==> config.mk <==
export PLATFORM = sky130hd
export DESIGN_NAME = mem_port_arbiter
export DESIGN_NICKNAME = d
export VERILOG_FILES = /design/src/rtl/mem_port_arbiter.sv
export SDC_FILE = /design/constraint.sdc
export NUM_CORES = 1
export LEC_CHECK = 0
export ABC_AREA = 0
export CAP_MARGIN = 20
export CORE_MARGIN = 4
export CORE_UTILIZATION = 42
export CTS_CLUSTER_SIZE = 30
export DETAILED_ROUTE_END_ITERATION = 8
export PLACE_DENSITY = 0.81
export SYNTH_ARGS = -nofsm -noshare
export SYNTH_HDL_FRONTEND = slang
export SYNTH_SLANG_ARGS = --single-unit
==> constraint.sdc <==
create_clock -name clk -period 1.79 [get_ports clk]
set_clock_uncertainty 0.1 [all_clocks]
set_input_delay 0.358 -clock clk [delete_from_list [all_inputs] [get_ports clk]]
set_output_delay 0.358 -clock clk [all_outputs]
set_load 0.02 [all_outputs]
==> src/rtl/mem_port_arbiter.sv <==
// ============================================================================
// Module   : mem_port_arbiter
// Purpose  : Shares one single-port memory between the instruction-fetch port
//            and the load/store port. One winner per transaction, fixed
//            memory latency, data priority with a starvation guard for fetch.
// Ports    : clk, rst_n          - clock, synchronous active-low reset
//            if_req/if_addr      - fetch request (held until if_gnt)
//            if_gnt/if_rvalid/if_rdata - fetch grant pulse, response pulse, data
//            d_req/d_addr/d_wdata/d_we - load/store request (d_we = 0 is a load)
//            d_gnt/d_rvalid/d_rdata    - data grant pulse, response pulse, data
//            mem_en/mem_addr/mem_wdata/mem_we/mem_rdata - memory port
//            busy                - high whenever the FSM is not idle
// Revision : 1.0 - initial release
// ============================================================================
`default_nettype none

module mem_port_arbiter #(
    parameter int ADDR_W     = 32,
    parameter int DATA_W     = 32,
    parameter int MEM_LAT    = 2,   // legal 1..15
    parameter int STARVE_MAX = 4    // legal 1..15
) (
    input  logic              clk,
    input  logic              rst_n,
    input  logic              if_req,
    input  logic [ADDR_W-1:0] if_addr,
    output logic              if_gnt,
    output logic              if_rvalid,
    output logic [DATA_W-1:0] if_rdata,
    input  logic              d_req,
    input  logic [ADDR_W-1:0] d_addr,
    input  logic [DATA_W-1:0] d_wdata,
    input  logic [3:0]        d_we,
    output logic              d_gnt,
    output logic              d_rvalid,
    output logic [DATA_W-1:0] d_rdata,
    output logic              mem_en,
    output logic [ADDR_W-1:0] mem_addr,
    output logic [DATA_W-1:0] mem_wdata,
    output logic [3:0]        mem_we,
    input  logic [DATA_W-1:0] mem_rdata,
    output logic              busy
);

    typedef enum logic [1:0] {
        S_IDLE  = 2'd0,
        S_ISSUE = 2'd1,
        S_WAIT  = 2'd2,
        S_RESP  = 2'd3
    } state_t;

    localparam logic [3:0] LAT_LOAD   = 4'(MEM_LAT - 1);
    localparam logic [3:0] STARVE_LIM = 4'(STARVE_MAX);

    state_t            state_q;
    logic [3:0]        starve_cnt_q;
    logic [3:0]        lat_cnt_q;
    logic              owner_d_q;      // 1: data port owns the transaction
    logic              if_gnt_q;
    logic              if_rvalid_q;
    logic [DATA_W-1:0] if_rdata_q;
    logic              d_gnt_q;
    logic              d_rvalid_q;
    logic [DATA_W-1:0] d_rdata_q;
    logic              mem_en_q;
    logic [ADDR_W-1:0] mem_addr_q;
    logic [DATA_W-1:0] mem_wdata_q;
    logic [3:0]        mem_we_q;
    logic              busy_q;

    logic              arb_take_d;
    logic              data_wins_d;
    logic [3:0]        starve_cnt_d;

    // Arbitration decision, only acted upon in IDLE and RESP.
    always_comb begin
        arb_take_d   = ((state_q == S_IDLE) || (state_q == S_RESP)) && (if_req || d_req);
        // Data wins unless fetch has been passed over STARVE_MAX times in a row.
        data_wins_d  = d_req && !(if_req && (starve_cnt_q == STARVE_LIM));
        starve_cnt_d = 4'd0;
        if (data_wins_d && if_req) begin
            starve_cnt_d = (starve_cnt_q == 4'hF) ? 4'hF : starve_cnt_q + 4'd1;
        end
    end

    always_ff @(posedge clk) begin
        if (!rst_n) begin
            state_q      <= S_IDLE;
            starve_cnt_q <= 4'd0;
            lat_cnt_q    <= 4'd0;
            owner_d_q    <= 1'b0;
            if_gnt_q     <= 1'b0;
            if_rvalid_q  <= 1'b0;
            if_rdata_q   <= '0;
            d_gnt_q      <= 1'b0;
            d_rvalid_q   <= 1'b0;
            d_rdata_q    <= '0;
            mem_en_q     <= 1'b0;
            mem_addr_q   <= '0;
            mem_wdata_q  <= '0;
            mem_we_q     <= 4'd0;
            busy_q       <= 1'b0;
        end else begin
            // Single-cycle pulses default low.
            if_gnt_q    <= 1'b0;
            d_gnt_q     <= 1'b0;
            if_rvalid_q <= 1'b0;
            d_rvalid_q  <= 1'b0;
            mem_en_q    <= 1'b0;

            case (state_q)
                S_IDLE, S_RESP: begin
                    if (arb_take_d) begin
                        state_q      <= S_ISSUE;
                        owner_d_q    <= data_wins_d;
                        starve_cnt_q <= starve_cnt_d;
                        mem_addr_q   <= data_wins_d ? d_addr  : if_addr;
                        mem_wdata_q  <= data_wins_d ? d_wdata : '0;
                        mem_we_q     <= data_wins_d ? d_we    : 4'd0;
                        // Strobe and grant are registered here so they appear
                        // together during the ISSUE cycle.
                        mem_en_q     <= 1'b1;
                        if_gnt_q     <= !data_wins_d;
                        d_gnt_q      <= data_wins_d;
                        busy_q       <= 1'b1;
                    end else begin
                        state_q      <= S_IDLE;
                        busy_q       <= 1'b0;
                    end
                end

                S_ISSUE: begin
                    state_q   <= S_WAIT;
                    lat_cnt_q <= LAT_LOAD;
                end

                S_WAIT: begin
                    if (lat_cnt_q == 4'd0) begin
                        state_q <= S_RESP;
                        if (owner_d_q) begin
                            // Stores return zero so the LSU sees a clean ack.
                            d_rdata_q  <= (mem_we_q == 4'd0) ? mem_rdata : '0;
                            d_rvalid_q <= 1'b1;
                        end else begin
                            if_rdata_q  <= mem_rdata;
                            if_rvalid_q <= 1'b1;
                        end
                    end else begin
                        lat_cnt_q <= lat_cnt_q - 4'd1;
                    end
                end
            endcase
        end
    end

    assign if_gnt    = if_gnt_q;
    assign if_rvalid = if_rvalid_q;
    assign if_rdata  = if_rdata_q;
    assign d_gnt     = d_gnt_q;
    assign d_rvalid  = d_rvalid_q;
    assign d_rdata   = d_rdata_q;
    assign mem_en    = mem_en_q;
    assign mem_addr  = mem_addr_q;
    assign mem_wdata = mem_wdata_q;
    assign mem_we    = mem_we_q;
    assign busy      = busy_q;

endmodule

`default_nettype wire
==> flow_summary.ini <==
[status]
status = finished clean

[yosys]
synth.avg_cell_area_um2 = 8.65
syn_inst = 701
netlist-cell-type-count = 45
ys_seq_area_frac = 0.492
synth_nets = 843
netlist_area_mm2 = 0.00606
synth_edf_count = 0
ys_seq_elements = 149
yosysWarnings = 0
synthArstFlopShare = 0
ys.flop_type = dfxtp_1

[clock_network]
numCtsBuffers = 17
clock_sinks = 149
root_buffer = clkbuf_16
cts_max_path_buffers = 2
cts_htree_levels = 4
clock_latency_ns = 0.41
clk_pin_slew_worst_paths_ns = 0.06
cts_post_setup_buffers_inserted = 0
cts_tree = done

[sta]
rsz0062_at_grt = no
maxSlewViolCount = 0
finalCritPeriodShare = 0.935
relSlewSlack = 0.780
hold_violations = 0
fmax_mhz = 598
tightestPinTransition_ns = 0.325
setup_violations = 0
period_minus_slack_ns = 1.67

[drt]
drc = 0
drtIter0Drc = 480
vias_per_cell = 5.67
antenna_left = 0
vias = 6436
wire_per_inst_um = 17.8
wl_um = 20200
dr.pass1.iters = 7

[pwr]
finalPower_mw = 13.5
peakVddDrop_mv = 0.996
p_per_area_mw_per_mm2 = 1420
leakagePower_nw = 3.94

[die]
dieArea_mm2 = 0.0164
die_h_um = 128
start_util = 0.433
core_area_mm2 = 0.0140
io_pins = 274
fp-row-count = 43
die_x_um = 128

[placed_design]
gp_congestion = 0.830
dpl_cell_area_mm2 = 0.00906
dpl.hpwl_um = 13700
portBuffers = 273
dp.cells = 1103

[grt]
grt_antenna_before_repair = 0
overflow = 0
grt_max_degree = 67
grt_pass1_wl_um = 32100
grt_pass1_vias = 6468
grt_usage = 0.240

[setup_path]
cp_cell_sequence = inv_1, ha_2, or3b_1, a211oi_1, a311oi_1
cp-start-kind = flip-flop
cp_slowest_cell = or3b_1
crit_type = reg -> reg
crit_path_max_fanout = 5
cp-end-kind = flip-flop
crit_required_ns = 1.98
cp.arrival_ns = 1.86
crit_family = simple AND/OR/NAND/NOR gates
cp.buffers_inverters = 1
crit_path_max_incr_delay_ns = 0.45

[cells_and_area]
finalInstanceArea_mm2 = 0.00951
layout_common_cells = 148 x dfxtp_1, 137 x dlygate4sd2_1, 135 x clkdlybuf4s50_1
final_common_cell = dfxtp_1
drive_gt1_frac = 0.0774
diodes = 0
nets = 1085
stdcell_count = 1136
area_growth_pct = 56.9

[run]
max-cap-violations = 0

[worst_hold_path]
hp-class = reg -> reg
-- worst reg2reg max path: cells and delay by family (launching register included) --
family	cells	cell delay [ns]
AO/OA/AOI/OAI	2	0.36
adder cells (fa/ha/maj)	1	0.21
buffers and inverters	1	0.10
flip-flops	1	0.34
AND/OR/NAND/NOR	1	0.45
-- cell families after synthesis --
group	count (synthesis)	share of synthesized area
buffers and inverters	95	0.0741
adder cells (fa/ha/maj)	6	0.0124
AO/OA/AOI/OAI	315	0.298
AND/OR/NAND/NOR	134	0.120
flip-flops	149	0.492
multiplexers	2	0.00330
-- registers in the layout (all words and copies together) (netlist names) --
signal and flops:
if_rdata 32, if_rvalid 1, starve_cnt_q 4, mem_en 1, d_rvalid 1, d_rdata 32
owner_d_q 1, busy 1, d_gnt 1, lat_cnt_q 4, if_gnt 1, mem_we 4
state_q 2, mem_wdata 32, mem_addr 32
-- cell usage after synthesis (3+ instances only) --
library cell  instances  share of area
o21ai_0              93          0.077
clkbuf_1             44          0.027
or3_1                 3         0.0031
buf_2                28          0.023
o2111ai_1             3         0.0043
nand3_1              38          0.031
buf_6                 6          0.011
a211oi_1              3         0.0037
a21oi_1             103          0.085
a32oi_1              36          0.052
dfxtp_1             149           0.49
nor2_1               38          0.024
a31oi_1              32          0.033
nand4_1              32          0.033
inv_1                10         0.0062
o21ai_1              36          0.030
nor3_1                4         0.0033
nand2b_1              3         0.0031
nand2_1               3         0.0019
buf_4                 3         0.0037
ha_1                  6          0.012
-- metal layers --
layer,part of all wire,vias to the layer above,track usage
li1,-,3099,-
met1,0.39,3010,0.276
met2,0.48,287,0.400
met3,0.098,40,0.0996
met4,0.025,0,0.0836
met5,0,-,0
-- path summary, 6_finish.rpt --
path / start / endpoint / slack, ns / cells after the start
min: d_rdata[28] / d_rdata[28] / 0.37 / 2
min reg2reg: d_rdata[28] / d_rdata[28] / 0.37 / 2
max: lat_cnt_q[0] / lat_cnt_q[0] / 0.12 / 5
max reg2reg: lat_cnt_q[0] / lat_cnt_q[0] / 0.12 / 5
-- report_power, final --
part	total [mW]	switching [mW]	internal [mW]
registers	4.39	0.383	4.01
clock network	3.48	1.39	2.09
logic	5.64	3.39	2.25
-- area by class of cell --
| type | instances | area (um2) |
|---|---|---|
| clock buffer | 20 | 447 |
| clock inverter | 12 | 131 |
| fill | 1170 | 4480 |
| inverter | 12 | 46.3 |
| multi-input combinational | 457 | 2660 |
| sequential | 149 | 2980 |
| tap | 180 | 225 |
| timing repair buffer | 306 | 3020 |
-- metrics by stage --
step	setup TNS (ns)	hold slack, ns	utilization	setup slack [ns]
6_report	0	0.369	0.680	0.117
5_1_grt	0	0.388	0.680	0.00306
4_1_cts	0	0.370	0.677	0.00811
3_5_place_dp	-5.55	0.366	0.648	-0.116
3_3_place_gp	-3.55	0.355	0.648	-0.0958
2_1_floorplan	0	0.361	-	0.166
-- timing repair --
item                       CTS  global route
resized for setup          137             9
hold buffers                 0             0
cloned                       0             1
setup endpoints to repair  137            55
pin swaps                    0             1
Power figures use the tool's default switching activity.
